[config.mk]
export PLATFORM = sky130hd
export DESIGN_NAME = uart_tx_arbiter
export DESIGN_NICKNAME = d
export VERILOG_FILES = /design/src/rtl/uart_tx_arbiter.sv
export SDC_FILE = /design/constraint.sdc
export NUM_CORES = 1
export LEC_CHECK = 0
export CORE_ASPECT_RATIO = 0.7
export CORE_MARGIN = 10
export CORE_UTILIZATION = 52
export DETAILED_ROUTE_END_ITERATION = 7
export PLACE_DENSITY = 0.84
export SLEW_MARGIN = 20
export SYNTH_ARGS = -nofsm -noshare
export SYNTH_HDL_FRONTEND = slang
export SYNTH_SLANG_ARGS = --single-unit
[constraint.sdc]
create_clock -name clk -period 4.7 [get_ports clk]
set_input_delay 0.94 -clock clk [delete_from_list [all_inputs] [get_ports clk]]
set_output_delay 0.94 -clock clk [all_outputs]
set_load 0.005 [all_outputs]
[src/rtl/uart_tx_arbiter.sv]
// Round-robin arbiter that shares one uart_tx serializer between NUM_REQ byte producers.
// Each grant pulses send/ack for one cycle, then follows tx_ready low and back high to close the frame.
module uart_tx_arbiter #(
    parameter int NUM_REQ        = 4,
    parameter int ID_W           = 2,
    parameter int ACCEPT_TIMEOUT = 15
) (
    input  logic                   clk,
    input  logic                   reset,
    input  logic [NUM_REQ-1:0]     req_valid,
    input  logic [NUM_REQ*8-1:0]   req_data,
    output logic [NUM_REQ-1:0]     req_ack,
    output logic                   tx_send,
    output logic [7:0]             tx_data,
    input  logic                   tx_ready,
    output logic                   busy,
    output logic [ID_W-1:0]        grant_id,
    output logic                   timeout_err
);

    typedef enum logic [1:0] {
        IDLE,
        SEND,
        WAIT_LOW,
        WAIT_HIGH
    } state_t;

    localparam logic [7:0]      TIMEOUT_LAST = 8'(ACCEPT_TIMEOUT - 1);
    localparam logic [ID_W-1:0] LAST_ID      = ID_W'(NUM_REQ - 1);

    state_t             state;
    state_t             state_next;
    logic [ID_W-1:0]    rr_ptr;
    logic [ID_W-1:0]    rr_ptr_next;
    logic [7:0]         timer;
    logic [7:0]         timer_next;

    logic [NUM_REQ-1:0] req_ack_next;
    logic               tx_send_next;
    logic [7:0]         tx_data_next;
    logic               busy_next;
    logic [ID_W-1:0]    grant_id_next;
    logic               timeout_err_next;

    logic               found;
    logic [ID_W-1:0]    winner;
    logic [ID_W-1:0]    cand;

    // Pointer increment wraps at NUM_REQ, which need not be a power of two.
    function automatic logic [ID_W-1:0] wrap_inc(input logic [ID_W-1:0] v);
        return (v == LAST_ID) ? '0 : v + 1'b1;
    endfunction

    always_comb begin
        found  = 1'b0;
        winner = '0;
        cand   = rr_ptr;
        for (int k = 0; k < NUM_REQ; k++) begin
            if (!found && req_valid[cand]) begin
                found  = 1'b1;
                winner = cand;
            end
            cand = wrap_inc(cand);
        end
    end

    always_comb begin
        state_next       = state;
        rr_ptr_next      = rr_ptr;
        timer_next       = timer;
        req_ack_next     = req_ack;
        tx_send_next     = tx_send;
        tx_data_next     = tx_data;
        busy_next        = busy;
        grant_id_next    = grant_id;
        timeout_err_next = timeout_err;

        case (state)
            IDLE: begin
                if (tx_ready && found) begin
                    tx_data_next         = req_data[{winner, 3'b000} +: 8];
                    grant_id_next        = winner;
                    tx_send_next         = 1'b1;
                    req_ack_next         = '0;
                    req_ack_next[winner] = 1'b1;
                    busy_next            = 1'b1;
                    rr_ptr_next          = wrap_inc(winner);
                    state_next           = SEND;
                end
            end
            SEND: begin
                tx_send_next = 1'b0;
                req_ack_next = '0;
                timer_next   = '0;
                state_next   = WAIT_LOW;
            end
            // A serializer that never drops ready did not take the byte; give up after the timeout.
            WAIT_LOW: begin
                if (!tx_ready) begin
                    state_next = WAIT_HIGH;
                end else if (timer == TIMEOUT_LAST) begin
                    timeout_err_next = 1'b1;
                    busy_next        = 1'b0;
                    state_next       = IDLE;
                end else begin
                    timer_next = timer + 8'd1;
                end
            end
            WAIT_HIGH: begin
                if (tx_ready) begin
                    busy_next  = 1'b0;
                    state_next = IDLE;
                end
            end
            default: begin
                state_next = IDLE;
            end
        endcase
    end

    always_ff @(posedge clk) begin
        if (reset) begin
            state       <= IDLE;
            rr_ptr      <= '0;
            timer       <= '0;
            req_ack     <= '0;
            tx_send     <= 1'b0;
            tx_data     <= '0;
            busy        <= 1'b0;
            grant_id    <= '0;
            timeout_err <= 1'b0;
        end else begin
            state       <= state_next;
            rr_ptr      <= rr_ptr_next;
            timer       <= timer_next;
            req_ack     <= req_ack_next;
            tx_send     <= tx_send_next;
            tx_data     <= tx_data_next;
            busy        <= busy_next;
            grant_id    <= grant_id_next;
            timeout_err <= timeout_err_next;
        end
    end

endmodule

---- Word level (Yosys, flattened, before mapping) ----
Index checks and enable logic that the tools add are counted.
storage, ports and cells
  bits in registers ....................... 29
  bits of input ports ..................... 39
  output and inout bits ................... 17
operators by class
  add/subtract/negate cells ............... 5
  magnitude comparators ................... 6
  eq/ne operators ......................... 14
  shifts and indexed selects .............. 1
  multiplexer cells ....................... 38
  reduce and logical (&&, ||, !) cells .... 18
operator list
  kind                   count
  $shiftx A32 B6 Y8      1
  $mux W2                12
  $mux W8                2
  $pmux W8 S2            1
  $lt A2 B3 Y1 const B   5
  $mux W1                13
  $eq A2 B2 Y1 const B   6
  $ne A2 B2 Y1 const B   5
  $reduce_and A3 Y1      3
  $add A2 B1 Y2 const B  4
  $add A8 B1 Y8 const B  1
  $bmux W1 S2            4
  $eq A8 B4 Y1 const B   1
  $pmux W2 S4            1
  $pmux W4 S2            1
  $logic_and A1 B1 Y1    5
  $reduce_and A5 Y1      1
  $mux W4                1
  $reduce_and A2 Y1      2
  $reduce_bool A2 Y1     2
  $logic_not A1 Y1       3
  $ne A3 B3 Y1 const B   1
  $pmux W1 S3            1
  $reduce_bool A3 Y1     1
  other kinds (5)        5

---- Longest topological paths before layout ----
Gate-level depths: netlist (run 1).
  word-level depth ........................ 18
  depth in mapped cells ................... 10
  gate-level depth less buffers ........... 9

---- Least setup slack after synthesis (run 1) ----
No wires, ideal clock.
  path kind ............................... input port to flip-flop
  start ................................... input port req_valid[2]
  end ..................................... register tx_data[0]
  data arrival time ....................... 2.775 ns
  setup slack ............................. 1.812 ns
  stages .................................. 6
  buffers on the path ..................... 1
  cells stage by stage .................... mux4_2 and3_1 a211oi_4 buf_6 mux4_2 a21o_1
between the ends
  longest elaborated chain between the ends .. 14
  elaborated cells on any way between the ends .. 25
  classes of those cells .................. shift: 1; mux: 16; reduce/logical: 8
ends and longest elaborated chain
  element                                               RTL line  text
  start: declaration                                    10        input logic [NUM_REQ-1:0] req_valid,
  branches (longest 14 deep; another with $bmux W1 S2)  n/a
  end signal: assignment                                138       tx_data <= tx_data_next;
  end: declaration                                      14        output logic [7:0] tx_data,
Parallel ways; which one is timed is not known. The select of a mux whose other input is x is not followed.
A chain may end at the register's enable or synchronous reset.

---- Final worst setup path (run 1) ----
  start ................................... input port req_valid[1]
  end ..................................... register req_ack[1]
between the ends
  longest elaborated chain between the ends .. 18
  elaborated cells on any way between the ends .. 32
  classes of those cells .................. order compare: 2; eq/ne: 1; mux: 20; reduce/logical: 9
ends and longest elaborated chain
  element                                                             RTL line  text
  $bmux W1 S2                                                         59        if (!found && req_valid[cand]) begin
  $mux W1 (not written as such)                                       59
  $mux W1                                                             59
  $logic_not A1 Y1                                                    59
  $logic_and A1 B1 Y1                                                 59
  $mux W1                                                             59
  $logic_not A1 Y1                                                    59
  $logic_and A1 B1 Y1                                                 59
  [... 2 more ...]                                                    n/a
  $logic_and A1 B1 Y1                                                 59
  $mux W2                                                             59
  $lt A2 B3 Y1 (not written as such) or $ge A2 B1 Y1 (tied branches)  85        req_ack_next[winner] = 1'b1;
  $logic_and A1 B1 Y1 (not written as such)                           85
  $mux W1 (not written as such)                                       85
  $demux W1 S2                                                        85
  $mux W4                                                             80        if (tx_ready && found) begin
  $pmux W4 S2                                                         78        case (state)
  end signal: assignment                                              136       req_ack <= req_ack_next;
  end: declaration                                                    12        output logic [NUM_REQ-1:0] req_ack,
Parallel ways exist; a longest one is shown, timed or not. The select of a mux whose other input is x is not followed.

==> results.yml, run 1 <==
outcome:
  status: "completed"
timing:
  fin_crit_sh_pct: 75.2
  maxSlewViolCount: 0
  relSlewSlack_pct: 34.2
  rsz0062_at_grt: "false"
  hold_violations: 0
  fmax_mhz: 283
  fin_tns_setup_ps: 0
  worst_pin_slew_ps: 984
  final.setup_skew_ps: 4.39
  fin_crit_ps: 3540
  setup_viol: 0
grt:
  grt-ovfl-total: 0
  grt_pass1_vias: 1739
  grt_max_degree: 27
  grt_usage_pct: 15.0
  antenna_found_initial: 0
  grt_pass1_wl_mm: 8.14
power:
  p_per_area_mw_per_mm2: 586
  ir_drop_mv: 0.344
  p_leak_nw: 1.06
  power.total_w: 0.00155
cts:
  clk_pin_slew_worst_paths_ps: 70
  hold_buffers: 0
  cts_max_path_buffers: 2
  cts_made_buffers: 5
  cts_resized: 0
  cts_tree: "done"
  cts-htree-levels: 2
  clock_latency_ps: 280
  cts_root_buf: "clkbuf_8"
  post_cts_buffers: 0
  cts_sinks: 29
floorplan:
  ios: 56
  die_h_um: 71.5
  die-area_mm2: 0.00670
  initial_core_util_pct: 55.1
  die_w_um: 93.6
  core_mm2: 0.00358
  num_rows: 18
finish:
  num_antenna_cells: 0
  drive_gt1_share_pct: 12.8
  final_area_mm2: 0.00264
  finalNetCount: 307
  area_delta_synth_final_pct: 33.9
worst_setup_path:
  critPathMaxFanout: 12
  arrival_ps: 3680
  worstSetupPathType: "in2reg"
  cp_slowest_cell: "or4_4"
  worstSetupEndpointType: "flip-flop"
  max_stage_delay_ps: 550
  cp.required_ps: 4840
  path_cells: "clkdlybuf4s50_1 > mux2_4 > or4_4 > a31oi_1 > a2bb2oi_2 > inv_1 > ha_1 > a32oi_1 > nor2_1"
  startpoint_type: "input port"
logic_synthesis:
  synth.ff_latch_count: 29
  synth_largest_area_cell: "dfxtp_1"
  synth.yosys.seq_area_share_pct: 29.4
  synthesis.nets: 253
  synthTopCellsByArea: "dfxtp_1, mux4_2, ha_1, nor2_1, a21o_1"
  netlist_area_mm2: 0.00197
  post-synth-top-count-cell: "dfxtp_1"
  syn_avg_cell_area_um2: 9.77
  yosys.area.top_type_share_pct: 29.4
  synth_commonest_cells: "dfxtp_1, nor2_1, ha_1, nand2_1, a21o_1"
  yosysWarnings: 0
  syn-instance-count: 202
  synth_edf_count: 0
  async_flop_share_pct: 0
  ys.flop_type: "dfxtp_1"
  yosysUniqueCellTypes: 49
routing:
  post_drt_wl_per_cell_um: 16.2
  routed.top_layer: "met4"
  dr.first_iter.drc_count: 62
  drc: 0
  wl_mm: 4.96
  wl_met1_mm: 2.22
  met3WireLength_um: 574
  wl_met2_mm: 2.15
  drt-pass1-iter-count: 4
  vias_per_cell: 5.71
  ant_nets: 0
  vias: 1753
place:
  post-dp-hpwl_mm: 3.79
  placed_cell_area_mm2: 0.00252
  port-buffer-count: 55
  place.gp.congestion: 0.855
job:
  cap_violations: 0
min_path:
  holdCritPathClass: "reg2reg"
[sequential cells by signal, indices dropped and copies added (netlist names)]
register and flops:
tx_send 1, grant_id 2, state 2, tx_data 8, timeout_err 1, timer 8, rr_ptr 2, req_ack 4
busy 1
[cell type report]
cell class                 count  area, µm²
fill                         257        938
tap                           50       62.6
clock inverter                 2       37.5
sequential                    29        581
clock buffer                   6       82.6
inverter                       8       30.0
timing repair buffer          56        558
multi-input combinational    156       1290
[critical path: cells and delay by family]
| kind | cells | cell delay, ps |
|---|---|---|
| buffers and inverters | 2 | 660 |
| adders and majority gates | 1 | 220 |
| and+or+nand+nor | 2 | 600 |
| AOI/OAI and AO/OA | 3 | 900 |
| muxes | 1 | 340 |
[layout by cell type (no fill, tap or decap), drive strengths merged, types with 2 or more instances in the layout]
| cell type | count |
|---|---|
| inv | 8 |
| clkbuf | 6 |
| nand2 | 13 |
| dfxtp | 29 |
| mux2i | 5 |
| o21a | 2 |
| a31oi | 4 |
| a32oi | 4 |
| a21oi | 8 |
| o21ai | 3 |
| xor2 | 5 |
| a21o | 11 |
| clkdlybuf4s50 | 55 |
| ha | 12 |
| mux4 | 10 |
| a211oi | 4 |
| nor3 | 3 |
| nand3 | 5 |
| nand2b | 8 |
| and3 | 4 |
| mux2 | 2 |
| nor2 | 26 |
| nor3b | 10 |
| or2 | 2 |
[per-stage QoR]
step / hold WS, ps / utilization, % / setup WS [ps] / std cells
2_1_floorplan: 453 / - / 1810 / 202
3_3_place_gp: 442 / 70.4 / 949 / 299
3_5_place_dp: 451 / 70.4 / 885 / 299
4_1_cts: 464 / 73.8 / 1140 / 307
5_1_grt: 502 / 73.8 / 1030 / 307
6_report: 464 / 73.8 / 1160 / 307
[logic make-up after synthesis]
kind of cell,share of synthesized area (%)
compound gates,19.7
mux,15.7
buf+inv,5.14
flops,29.4
fa+ha+maj,7.61
xor+xnor,2.66
simple gates,19.8
[power by group]
part | leakage, nW | switching [W] | internal [W]
Sequential | 0.236 | 0.0000632 | 0.000317
Combinational | 0.768 | 0.000430 | 0.000464
Clock | 0.0574 | 0.000102 | 0.000172
[worst paths after layout]
kind | cells after the start | slack, ps | start | to
setup / recovery | 9 | 1160 | req_valid[1] | req_ack[1]$_SDFFE_PP0P_
hold / removal | 2 | 460 | grant_id[1]$_SDFFE_PP0P_ | grant_id[1]$_SDFFE_PP0P_
setup reg to reg | 7 | 1320 | rr_ptr[0]$_SDFFE_PP0P_ | tx_data[4]$_SDFFE_PP0P_
hold reg to reg | 2 | 460 | grant_id[1]$_SDFFE_PP0P_ | grant_id[1]$_SDFFE_PP0P_
[routing by layer]
layer,vias up,track usage (%)
met3,4,10.1
li1,847,-
met5,-,0
met1,836,18.0
met4,0,4.54
met2,66,21.2
Note: power is estimated with default switching activity, not from simulation.
==> run 2, diff against run 1 <==
CORE_UTILIZATION = 43   (was 52)
PLACE_DENSITY = 0.74   (was 0.84)
clock period = 2.9 ns   (was 4.7 ns; I/O delays follow)
==> results.yml, run 2 (same netlist as run 1, synthesis figures left out) <==
cts:
  cts_root_buf: "clkbuf_8"
  clk_pin_slew_worst_paths_ps: 70
  clock_latency_ps: 290
  hold_buffers: 0
  cts_max_path_buffers: 2
  cts_sinks: 29
  post_cts_buffers: 0
  cts-htree-levels: 2
  cts_made_buffers: 5
  cts_resized: 0
  cts_tree: "done"
worst_setup_path:
  startpoint_type: "input port"
  path_cells: "clkdlybuf4s50_1 > mux2_4 > or4_4 > buf_4 > a311oi_4 > buf_4 > o21ai_1 > a311o_1 > o41ai_1"
  cp_slowest_cell: "or4_4"
  crit_family: "buffers and inverters"
  max_stage_delay_ps: 540
  worstSetupEndpointType: "flip-flop"
  arrival_ps: 2970
  worst-path-buf-inv: 3
  cp.required_ps: 3070
  worstSetupPathType: "in2reg"
  critPathMaxFanout: 5
  crit_top_cell: "buf_4"
routing:
  drc: 0
  post_drt_wl_per_cell_um: 15.7
  vias_per_cell: 5.45
  dr.first_iter.drc_count: 73
  wl_mm: 5.21
  vias: 1805
  drt-pass1-iter-count: 4
  ant_nets: 0
timing:
  final.setup_skew_ps: 8.74
  rsz0062_at_grt: "false"
  hold_violations: 0
  fmax_mhz: 357
  fin_crit_sh_pct: 96.6
  maxSlewViolCount: 0
  relSlewSlack_pct: 56.5
  fin_crit_ps: 2800
  setup_viol: 0
  worst_pin_slew_ps: 651
  whs_ps: 468
place:
  post-dp-hpwl_mm: 4.15
  place.gp.congestion: 0.904
  placed_cell_area_mm2: 0.00268
  port-buffer-count: 55
power:
  p_leak_nw: 1.16
  ir_drop_mv: 0.421
  power.total_w: 0.00273
  p_per_area_mw_per_mm2: 973
job:
  cap_violations: 0
floorplan:
  die-area_mm2: 0.00774
  die_h_um: 76.7
  die_w_um: 101
  num_rows: 20
  initial_core_util_pct: 45.1
  core_mm2: 0.00438
  ios: 56
outcome:
  status: "completed"
finish:
  seq_area_um2: 581
  area_delta_synth_final_pct: 42.4
  mostFrequentLayoutCells: "clkdlybuf4s50_1, dfxtp_1, nor2_1"
  finalNetCount: 326
  num_antenna_cells: 0
  fillCellCount: 363
  final_area_mm2: 0.00281
  drive_gt1_share_pct: 18.8
  layout_commonest_cell: "clkdlybuf4s50_1"
  reg.largest.list: "timer: 8 flops, tx_data: 8 flops, req_ack: 4 flops"
  multi_input_area_mm2: 0.00130
grt:
  grt_pass1_wl_mm: 8.37
  grt-ovfl-total: 0
  grt_max_degree: 17
  grt_usage_pct: 13.2
  grt_pass1_vias: 1720
  antenna_found_initial: 0
min_path:
  holdCritPathClass: "reg2reg"
==> run 2: cell types whose count changed in the layout (fill, tap and decap cells not counted) <==
cell | previous run | this run
buf_12 | 0 | 1
buf_6 | 0 | 1
clkinvlp_4 | 1 | 0
clkbuf_1 | 0 | 1
a31oi_2 | 0 | 1
a31oi_1 | 4 | 3
buf_4 | 1 | 18
==> run 2: layer usage <==
layer,up-vias,routed length (µm),global-route usage [%]
met5,-,0,0
met4,0,70,4.58
met2,71,2220,18.4
met3,9,565,6.36
li1,884,-,-
met1,841,2350,17.3
==> run 2: power by group <==
part / total (W) / internal, W / switching, W
logic: 0.00171 / 0.000926 / 0.000787
registers: 0.000577 / 0.000513 / 0.0000634
clock network: 0.000444 / 0.000280 / 0.000164
total: 0.00273 / 0.00172 / 0.00101
==> run 2: final timing paths <==
check                                               from                       end  slack [ps]  cells past startpoint
worst max-delay path                        req_valid[0]         busy$_SDFFE_PP0P_         100                      9
worst min-delay path            grant_id[1]$_SDFFE_PP0P_  grant_id[1]$_SDFFE_PP0P_         470                      2
worst max register to register    rr_ptr[0]$_SDFFE_PP0P_   tx_data[4]$_SDFFE_PP0P_         260                      8
worst min register to register  grant_id[1]$_SDFFE_PP0P_  grant_id[1]$_SDFFE_PP0P_         470                      2
==> run 2: cell type report <==
cell class / instances / share of cell area (%)
Clock buffer: 7 / 3.07
Inverter: 8 / 1.07
Sequential cell: 29 / 20.7
Clock inverter: 1 / 1.07
Timing Repair Buffer: 75 / 25.5
Tap cell: 55 / 2.45
Multi-Input combinational cell: 156 / 46.2
==> run 2: worst reg2reg max path, cell delays in order, from the launching register on <==
cell,delay (ps)
dfxtp_1,310
ha_1,460
inv_1,160
and3_1,190
o221a_2,260
a211oi_4,250
buf_4,170
mux4_1,550
a21o_1,190
==> run 2: per-stage QoR <==
step | util [%] | std cells | setup WS [ps] | setup TNS, ps
after floorplan | - | 202 | 324 | 0
after global placement | 61.3 | 323 | -204 | -2410
after detailed placement | 61.3 | 323 | -192 | -2610
after CTS | 63.9 | 331 | 100 | 0
after global routing | 64.2 | 331 | 0.562 | 0
final | 64.2 | 331 | 99.3 | 0
==> run 3, diff against run 2 <==
REMOVE_ABC_BUFFERS = 1   (was unset)
==> results.yml, run 3 (same netlist as run 1, synthesis figures left out) <==
outcome:
  status: "completed"
worst_setup_path:
  cp_slowest_cell: "mux4_2"
  ff2ff_path_depth: 8
  startpoint_type: "input port"
  cp.required_ps: 3070
  arrival_ps: 2990
  critPathMaxFanout: 12
  reg2reg_to: "tx_data[6]$_SDFFE_PP0P_"
  max_stage_delay_ps: 550
  worstSetupPathType: "in2reg"
  crit_family: "multiplexers"
  r2r-start: "rr_ptr[0]$_SDFFE_PP0P_"
  r2r_slack_ps: 230
  worstSetupEndpointType: "flip-flop"
  path_cells: "clkdlybuf4s50_1 > mux4_2 > buf_4 > nand2b_1 > a31oi_2 > a2bb2oi_2 > buf_12 > mux4_2 > a21o_1"
  worst-path-buf-inv: 3
  crit_top_cell: "mux4_2"
grt:
  grt_pass1_vias: 1814
  grt-ovfl-total: 0
  grt_max_degree: 16
  grt_usage_pct: 12.7
  grt_pass1_wl_mm: 8.20
  antenna_found_initial: 0
timing:
  maxSlewViolCount: 0
  relSlewSlack_pct: 60.5
  hold_violations: 0
  fin_crit_sh_pct: 97.3
  setup_viol: 0
  rsz0062_at_grt: "true"
  fmax_mhz: 355
  final.setup_skew_ps: 4.39
  fin_tns_setup_ps: 0
  fin_crit_ps: 2820
  worst_pin_slew_ps: 591
cts:
  cts-htree-levels: 2
  cts_sinks: 29
  hold_buffers: 0
  cts_tree: "done"
  clk_pin_slew_worst_paths_ps: 60
  cts_root_buf: "clkbuf_8"
  cts_resized: 0
  clock_latency_ps: 280
  cts_made_buffers: 5
  post_cts_buffers: 0
  cts_max_path_buffers: 2
min_path:
  hold_depth: 2
  holdCritPathClass: "reg2reg"
  min_to: "grant_id[1]$_SDFFE_PP0P_"
  min_from: "grant_id[1]$_SDFFE_PP0P_"
finish:
  area_delta_synth_final_pct: 41.5
  fin_cells: 327
  fin_util_pct: 63.7
  final_area_mm2: 0.00279
  mostFrequentLayoutCells: "clkdlybuf4s50_1, dfxtp_1, nor2_1"
  drive_gt1_share_pct: 17.6
  num_antenna_cells: 0
  finalNetCount: 322
  reg.largest.list: "timer: 8 flops, tx_data: 8 flops, req_ack: 4 flops"
  layout_commonest_cell: "clkdlybuf4s50_1"
place:
  placed_cell_area_mm2: 0.00267
  place.gp.congestion: 0.821
  port-buffer-count: 55
  post-dp-hpwl_mm: 3.94
  dpl.cell_count: 319
power:
  pwr-share-seq_pct: 21.7
  p_sw_share_pct: 36.4
  power_switching_w: 0.000974
  p_per_area_mw_per_mm2: 959
  ir_drop_mv: 0.519
  p_leak_nw: 1.15
  pwr-share-clk_pct: 16.1
  power_frac_comb_pct: 62.2
  power.internal_w: 0.00170
routing:
  dr.first_iter.drc_count: 118
  wl_mm: 4.91
  ant_nets: 0
  drt-pass1-iter-count: 4
  vias: 1730
  post_drt_wl_per_cell_um: 15.0
  vias_per_cell: 5.29
  drc: 0
floorplan:
  die-area_mm2: 0.00774
  die_w_um: 101
  ios: 56
  initial_core_util_pct: 45.1
  core_mm2: 0.00438
  num_rows: 20
  die_h_um: 76.7
job:
  cap_violations: 0
==> run 3: cell types whose count changed in the layout (fill, tap and decap cells not counted), sizes merged <==
cell,change
dlymetal6s2s,+1
clkdlybuf4s50,-1
buf,-4
==> run 3: power groups by stage <==
| stage | clock, W | combinational [W] | sequential, W |
|---|---|---|---|
| final | 0.000430 | 0.00166 | 0.000581 |
| after global routing | 0.000455 | 0.00184 | 0.000600 |
| after CTS | 0.000440 | 0.00167 | 0.000583 |
| after detailed placement | 0 | 0.00166 | 0.000591 |
| after global placement | 0 | 0.00165 | 0.000585 |
| after floorplan | 0 | 0.000983 | 0.000613 |
==> run 3: how the worst max path moves through the flow <==
stage | start | endpoint | slack, ps | cells after the start
after floorplan | rr_ptr[0]$_SDFFE_PP0P_ | tx_data[4]$_SDFFE_PP0P_ | -170 | 6
after global placement | req_valid[2] | tx_data[5]$_SDFFE_PP0P_ | -160 | 7
after detailed placement | req_valid[2] | tx_data[6]$_SDFFE_PP0P_ | -210 | 9
after CTS | req_valid[2] | tx_data[6]$_SDFFE_PP0P_ | 70 | 9
after global routing | req_valid[3] | tx_data[6]$_SDFFE_PP0P_ | -30 | 9
final | req_valid[3] | tx_data[6]$_SDFFE_PP0P_ | 80 | 9
==> run 3: cell type report <==
class,instances,area (µm²)
repair buffers,71,698
well taps,55,68.8
clock inverters,1,30.0
inverters,8,30.0
multi-input cells,156,1300
clock buffers,7,86.3
flip-flops and latches,29,581
fillers,367,1590
==> run 3: metal layers <==
layer | up-vias | wire [µm] | global-route usage [%]
met1 | 790 | 2230 | 15.1
li1 | 877 | - | -
met3 | 4 | 553 | 8.06
met4 | 0 | 42 | 2.92
met5 | - | 0 | 0
met2 | 59 | 2080 | 18.7
==> run 3: worst min-delay path, cell delays in order, from the launching register on <==
cell	delay [ps]
dfxtp_1	320
nand2_1	50
a21oi_1	50
==> run 3: stage by stage <==
| stage | hold WS (ps) | total power (W) | setup WS, ps |
|---|---|---|---|
| floorplan | 447 | 0.00160 | -172 |
| global placement | 452 | 0.00223 | -160 |
| detailed placement | 460 | 0.00225 | -215 |
| CTS | 474 | 0.00270 | 69.4 |
| global route | 520 | 0.00289 | -28.7 |
| finish | 472 | 0.00268 | 79.5 |
